--- src/rtl/fetch_pair_queue.sv ---
// Instruction fetch queue for the dual-issue relayer. It fetches 16-bit instruction
// pairs into a circular buffer, presents the oldest two, and retires 0/1/2 per cycle.
module fetch_pair_queue #(
  parameter int unsigned          DEPTH    = 8,
  parameter int unsigned          ADDR_W   = 16,
  parameter logic [ADDR_W-1:0]    RESET_PC = '0
) (
  input  logic                       clk,
  input  logic                       rst,
  output logic                       imem_req,
  output logic [ADDR_W-1:0]          imem_addr,
  input  logic [31:0]                imem_rdata,
  input  logic                       redirect_valid,
  input  logic [ADDR_W-1:0]          redirect_pc,
  input  logic                       relay_stall,
  input  logic                       relay_single,
  output logic [15:0]                instr1_o,
  output logic [15:0]                instr2_o,
  output logic [$clog2(DEPTH):0]     q_count
);

  localparam int unsigned PTR_W = $clog2(DEPTH);
  localparam int unsigned CNT_W = PTR_W + 1;
  localparam int unsigned OCC_W = CNT_W + 2;

  logic [PTR_W-1:0]  head_q, head_d, tail_q, tail_d, head_nx;
  logic [CNT_W-1:0]  count_q, count_d;
  logic [ADDR_W-1:0] pc_q, pc_d;
  logic              inflight_q, inflight_d;
  logic              drop_next_q, drop_next_d;
  logic              odd_q, odd_d;
  logic [15:0]       mem_q [DEPTH];
  logic [15:0]       mem_d [DEPTH];

  logic [1:0]        avail, want, pop, push;
  logic [OCC_W-1:0]  occ;
  logic              req, fill;

  assign head_nx   = head_q + PTR_W'(1);
  assign instr1_o  = (count_q >= CNT_W'(1)) ? mem_q[head_q]  : 16'h0000;
  assign instr2_o  = (count_q >= CNT_W'(2)) ? mem_q[head_nx] : 16'h0000;
  assign q_count   = count_q;
  assign imem_req  = req;
  // Memory is addressed by pair base; an odd pc uses only the upper half.
  assign imem_addr = {pc_q[ADDR_W-1:1], 1'b0};

  always_comb begin
    head_d      = head_q;
    tail_d      = tail_q;
    count_d     = count_q;
    pc_d        = pc_q;
    inflight_d  = 1'b0;
    drop_next_d = 1'b0;
    odd_d       = odd_q;
    mem_d       = mem_q;
    push        = 2'd0;

    avail = (count_q >= CNT_W'(2)) ? 2'd2 : count_q[1:0];
    want  = relay_stall ? 2'd0 : (relay_single ? 2'd1 : 2'd2);
    pop   = (want < avail) ? want : avail;

    // In-flight credit is counted but this cycle's pop is not.
    occ  = OCC_W'(count_q) + (inflight_q ? OCC_W'(2) : OCC_W'(0)) + OCC_W'(2);
    req  = !rst && !redirect_valid && (occ <= OCC_W'(DEPTH));
    fill = inflight_q && !drop_next_q && !redirect_valid;

    if (fill) begin
      if (odd_q) begin
        mem_d[tail_q] = imem_rdata[31:16];
        push          = 2'd1;
      end else begin
        mem_d[tail_q]                = imem_rdata[15:0];
        mem_d[tail_q + PTR_W'(1)]    = imem_rdata[31:16];
        push                         = 2'd2;
      end
    end

    tail_d  = tail_q + PTR_W'(push);
    head_d  = head_q + PTR_W'(pop);
    count_d = count_q + CNT_W'(push) - CNT_W'(pop);

    if (req) begin
      inflight_d = 1'b1;
      odd_d      = pc_q[0];
      pc_d       = pc_q[0] ? (pc_q + ADDR_W'(1)) : (pc_q + ADDR_W'(2));
    end

    // Redirect flushes everything and retargets fetch.
    if (redirect_valid) begin
      head_d      = '0;
      tail_d      = '0;
      count_d     = '0;
      pc_d        = redirect_pc;
      drop_next_d = inflight_q;
    end
  end

  always_ff @(posedge clk) begin
    if (rst) begin
      head_q      <= '0;
      tail_q      <= '0;
      count_q     <= '0;
      pc_q        <= RESET_PC;
      inflight_q  <= 1'b0;
      drop_next_q <= 1'b0;
      odd_q       <= 1'b0;
    end else begin
      head_q      <= head_d;
      tail_q      <= tail_d;
      count_q     <= count_d;
      pc_q        <= pc_d;
      inflight_q  <= inflight_d;
      drop_next_q <= drop_next_d;
      odd_q       <= odd_d;
    end
  end

  // Queue storage carries no reset; occupancy tracking guards every read.
  always_ff @(posedge clk) begin
    mem_q <= mem_d;
  end

  a_no_overflow: assert property (@(posedge clk) disable iff (rst)
    count_d <= CNT_W'(DEPTH));
  a_no_underflow: assert property (@(posedge clk) disable iff (rst)
    CNT_W'(pop) <= count_q);

endmodule

--- config.mk ---
export PLATFORM = sky130hd
export DESIGN_NAME = fetch_pair_queue
export DESIGN_NICKNAME = d
export VERILOG_FILES = /design/src/rtl/fetch_pair_queue.sv
export SDC_FILE = /design/constraint.sdc
export NUM_CORES = 1
export LEC_CHECK = 0
export CAP_MARGIN = 40
export CELL_PAD_IN_SITES_DETAIL_PLACEMENT = 1
export CELL_PAD_IN_SITES_GLOBAL_PLACEMENT = 1
export CORE_UTILIZATION = 32
export CTS_CLUSTER_DIAMETER = 150
export DETAILED_ROUTE_END_ITERATION = 6
export DONT_BUFFER_PORTS = 1
export MAX_ROUTING_LAYER = met4
export PLACE_DENSITY = 0.61
export SETUP_SLACK_MARGIN = 0.5
export SYNTH_ARGS = -nofsm -noshare
export SYNTH_HDL_FRONTEND = slang
export SYNTH_SLANG_ARGS = --single-unit
--- constraint.sdc ---
create_clock -name clk -period 3.25 [get_ports clk]
set_input_delay 0.1625 -clock clk [delete_from_list [all_inputs] [get_ports clk]]
set_output_delay 0.1625 -clock clk [all_outputs]
set_load 0.01 [all_outputs]
* Word level (Yosys, flattened, before mapping)
Cells that the tools add are included.
Word-level totals: register bits after elaboration 157, input port bits 53, output and inout port bits 53
Cells by class: add/sub/neg operators 10, order comparisons 10, mux-type cells 27, bitwise gates (word level) 5, reduce and logical (&&, ||, !) cells 12
Operator list (number):
- bitwise mux 128 bit | 3
- 2-to-1 mux 16 bit | 11
- 2-to-1 mux 128 bit | 1
- binary-select mux 16 bit (select 3 bit) | 2
- demux 16 bit (select 3 bit) | 2
- adder 16 x 1 -> 16 bit, second input constant | 1
- adder 16 x 2 -> 16 bit, second input constant | 1
- greater-or-equal comparator 4 bit, second input constant | 4
- NOT 3 -> 4 bit | 4
- 2-to-1 mux 2 bit | 7
- less-than comparator 4 x 1 -> 1 bit, second input constant | 2
- adder 3 x 1 -> 3 bit, second input constant | 2
- adder 3 x 2 -> 3 bit | 2
- adder 5 x 2 -> 6 bit, second input constant | 1
- less-or-equal comparator 6 x 4 -> 1 bit, second input constant | 1
- logical AND 1 bit | 6
- adder 4 x 2 -> 5 bit | 1
- adder 4 x 2 -> 4 bit | 1
- greater-or-equal comparator 4 x 1 -> 1 bit, second input constant | 1
- greater-or-equal comparator 4 x 2 -> 1 bit, second input constant | 1
- OR reduction 2 bit | 2
- subtractor 4 x 2 -> 4 bit | 1
- logical NOT 1 bit | 3
- less-than comparator 2 bit | 1
- other kinds (3) | 3

* Depth between registers and ports, before layout
word-level depth 8, gate-level depth with buffers 15, depth with buffers taken out 15

* Least setup slack after synthesis
Ideal clock, no wire load.
path kind register to register, start register, netlist name tail_q[0], end register mem_q[32] (netlist bit), enable pin, arrival time 2.299 ns, data required time 2.856 ns, setup slack 0.557 ns, stages on the path, launching flop included 6, buffers on the path 1, period minus slack after synthesis 2.693 ns, cell sequence dfxtp_1 -> ha_1 -> buf_1 -> nor4_2 -> inv_1 -> a21oi_1
RTL lines:
- end signal: assignment | line 120 | mem_q <= mem_d;
- end: declaration | line 32 | logic [15:0] mem_q [DEPTH];

* Worst setup path in the final report
start register count_q[2], in the netlist q_count[2], end register count_q[3], in the netlist q_count[3]
On the way: longest elaborated chain between the ends 5, elaborated cells between the ends (all ways) 6, classes of those cells add/sub: 2; order compare: 2; mux: 2
Ends and longest elaborated chain:
- start: declaration | line 27 | logic [CNT_W-1:0] count_q, count_d;
- start signal: assignment | line 110 | count_q <= count_d;
- greater-or-equal comparator 4 x 2 -> 1 bit | line 58 | avail = (count_q >= CNT_W'(2)) ? 2'd2 : count_q[1:0];
- 2-to-1 mux 2 bit | line 58
- less-than comparator 2 bit | line 60 | pop = (want < avail) ? want : avail;
- 2-to-1 mux 2 bit | line 60
- subtractor 4 x 2 -> 4 bit * | line 80 | count_d = count_q + CNT_W'(push) - CNT_W'(pop);
Mark *: on every way between the ends. The rest lies on a longest branch, timed or not. A chain may end at the register's enable or synchronous reset.

==> out/results.tsv <==
stage	metric	value	unit
hold_path	Min-Delay Path Class	in2reg	
worst_setup_path	Reg-to-Reg Start	q_count[2]	
sta	hold slack	0.04642	ns
detailed_routing	Routed WL	31.15	mm
yosys	#FFs+latches synth	157	
final_layout	Core Util, Final	37.65	%
placed_design	dpl hpwl	20.36	mm
floorplanning	Boundary Pins	106	
worst_setup_path	Reg2Reg Setup Slack	0.69	ns
placed_design	dpl ws	0.4268	ns
placed_design	IO buf count	0	
clocking	clk_lat worst skew	0.43	ns
sta	Least-Margin Pin Slew	0.8677	ns
sta	setup_tns	0	ns
final_layout	commonest non-fill, non-tap cell in the layout	edfxtp_1	
detailed_routing	First DRT Iteration DRCs	571	
pwr	worst vdd ir	0.0003218	V
yosys	Most used DFF post-synth	edfxtp_1	
worst_setup_path	CP startpoint kind	register	
sta	minimum clock period	2.561	ns
global_routing	first-pass GRT wire length	47.09	mm
floorplanning	Die X	173.3	um
sta	final worst-path cycle share	78.81	%
sta	RSZ-0062 raised after global routing	yes	
yosys	Syn Area/Cell	11.70	um2
sta	Relative slew margins	42.15	%
global_routing	GRT Overall Usage	21.95	%
worst_setup_path	R2R depth	14	
final_layout	Final nets	890	
placed_design	placer congestion estimate	0.7719	
floorplanning	Die Ht	173.3	um
pwr	Lkg Pwr	3.456	nW
yosys	asr flop ratio synth	0	%
clocking	CTS buffer count	17	
final_layout	Area Growth Syn to Fin	15.36	%
sta	Achievable Freq	390.4	MHz
run_status	outcome	finished, final reports clean	
worst_setup_path	Max FO, Critical Path	3	
sta	Fin. Hold Viols	0	
final_layout	final std cells w/o fill	1217	
clocking	clk buf depth	2	
global_routing	vias in the first global route	7262	
placed_design	DP Area	0.009871	mm2
yosys	post-synth cell types	59	
worst_setup_path	FF-to-FF End	q_count[3]	
clocking	htree depth	4	
clocking	Setup Buffers After CTS	0	
floorplanning	# rows	62	
detailed_routing	Residual DRC	0	
pwr	Pwr Total	5.937	mW
final_layout	share of cells above drive strength 1	21.11	%
global_routing	initial antenna violation count	2	
worst_setup_path	CP Class	reg2reg	
placed_design	dpl cells	1147	
worst_setup_path	Setup crit end kind	register	
hold_path	hold wc startpoint	rst	
clocking	clock-pin slew on the worst setup and hold paths	0.07	ns
global_routing	largest net degree at the start of global routing	37	
sta	setup slack after layout	0.6888	ns
yosys	Post-Syn Nets	877	
clocking	clock sink total	157	
sta	Slew Viols, Final	0	
pwr	pwr/cell area	547.8	mW/mm2
worst_setup_path	Critical Path RT	3.56	ns
final_layout	most frequent cells in the layout	128 x edfxtp_1, 109 x nand2_1, 67 x o21ai_0, 64 x o2bb2ai_1, 64 x mux4_2	
yosys	Post-Synthesis Cells	803	
run	Max-Cap Viols	0	
floorplanning	Core Region	0.02878	mm2
yosys	sequential element share of the synthesized area	47.10	%
detailed_routing	Vias/cell	5.736	
floorplanning	Die ar.	0.03005	mm2
detailed_routing	drt pass-1 iters	4	
sta	Final Skew	0.007432	ns
detailed_routing	vias	6981	
yosys	YS warnings	0	
hold_path	Hold Path End	q_count[1]	
detailed_routing	WL/cell	25.60	um
worst_setup_path	WP data arrival	2.88	ns
global_routing	grt total ovfl	0	
clocking	TritonCTS clock tree	yes	
sta	final setup fails	0	
yosys	Netlist Area Pre-Place	0.009394	mm2
yosys	EDFF count, synth	128	
floorplanning	effective utilization at floorplan	32.64	%
hold_path	Hold Path Stages	2	
final_layout	final instance area	0.01084	mm2
detailed_routing	Antenna Nets Post-Route	0	
clocking	clk root buf	clkbuf_16	
## flip-flops by register name (all words and copies together) (netlist names)
register,flops
tail_q,3
mem_q,128
drop_next_q,1
q_count,4
odd_q,1
pc_q,16
head_q,3
inflight_q,1
## area by class of cell
type                       count  area, um2
timing repair buffer          79      694.4
fill                        3056      17940
clock buffer                  17      425.4
multi-input combinational    530       4523
clock inverter                15      148.9
inverter                      31      116.4
sequential                   157       4438
tap                          384      480.5
antenna                        4      10.01
## how the worst max path moves through the flow
stage               startpoint          to  cells after the start
finish              q_count[2]  q_count[3]                     14
global route        q_count[2]  q_count[2]                     14
CTS                 q_count[1]    pc_q[10]                     10
detailed placement  q_count[1]    pc_q[13]                     10
global placement    q_count[1]    pc_q[13]                     10
floorplan            tail_q[0]   mem_q[32]                      5
## kinds of logic (layout without fill, tap and decap cells)
kind of cell,Yosys count,after routing,share of synthesized area (%)
AOI/OAI and AO/OA,193,193,13.93
xor gates and xnor gates,10,10,1.012
adders and majority gates,21,21,3.117
buffers and inverters,116,142,5.554
DFF,157,157,47.10
muxes,98,98,18.98
other,1,5,0.03992
and+or+nand+nor,207,207,10.27
## synth_stat cells, drive strengths merged, types with 2 or more instances
cell type,instances,area (um2)
nand3,13,65.06
xnor2,5,43.79
or3,6,37.54
nor2b,4,25.02
a2111oi,5,45.04
a21oi,31,155.2
mux2i,33,330.3
and4,4,37.54
nand2,109,409.1
o2bb2ai,64,560.5
xor2,5,51.30
o21ai,68,340.3
clkbuf,43,161.4
buf,42,244.0
inv,31,116.4
o31a,3,26.28
nor2,44,165.2
a21boi,2,15.01
ha,17,212.7
nor4,4,37.53
a221oi,2,17.52
and3,2,12.51
nor3,6,50.05
mux4,64,1441
fa,4,80.08
dfxtp,29,580.6
nand3b,2,15.01
and2,4,25.02
a311oi,6,52.55
a211oi,3,22.52
or2,2,12.52
edfxtp,128,3844
nand4,2,33.78
## timing repair
item                                    4_1_cts  5_1_grt
hold buffers                                 34        0
endpoints found under the setup margin        8        7
pin swaps                                     0        2
endpoints found under the hold margin       146        0
gates resized for setup                       3       10
## worst max-delay path: stages, from the launching register on
cell and delay [ns]:
dfxtp_4 0.36, inv_2 0.07, ha_1 0.15, nand2_1 0.08, ha_1 0.27, nor2b_1 0.13, a21oi_1 0.05, nor2_1 0.18
ha_1 0.22, inv_1 0.06, ha_1 0.29, a21o_1 0.19, a21oi_1 0.18, xnor2_1 0.15, nor2_1 0.06
## layer usage
metal	GRT usage (%)	up-vias	routed length [um]	share of wire, %
li1	-	3093	-	-
met1	28.20	3624	13890	45
met2	35.32	228	14940	48
met3	4.254	36	1823	5.9
met4	6.010	0	493	1.6
met5	-	-	0	0
## power breakdown
| part | internal, mW | switching, mW |
|---|---|---|
| sequential | 2.24 | 0.0885 |
| combinational | 0.593 | 1.02 |
| clock | 1.08 | 0.914 |
Note: power is estimated with default switching activity, not from simulation.
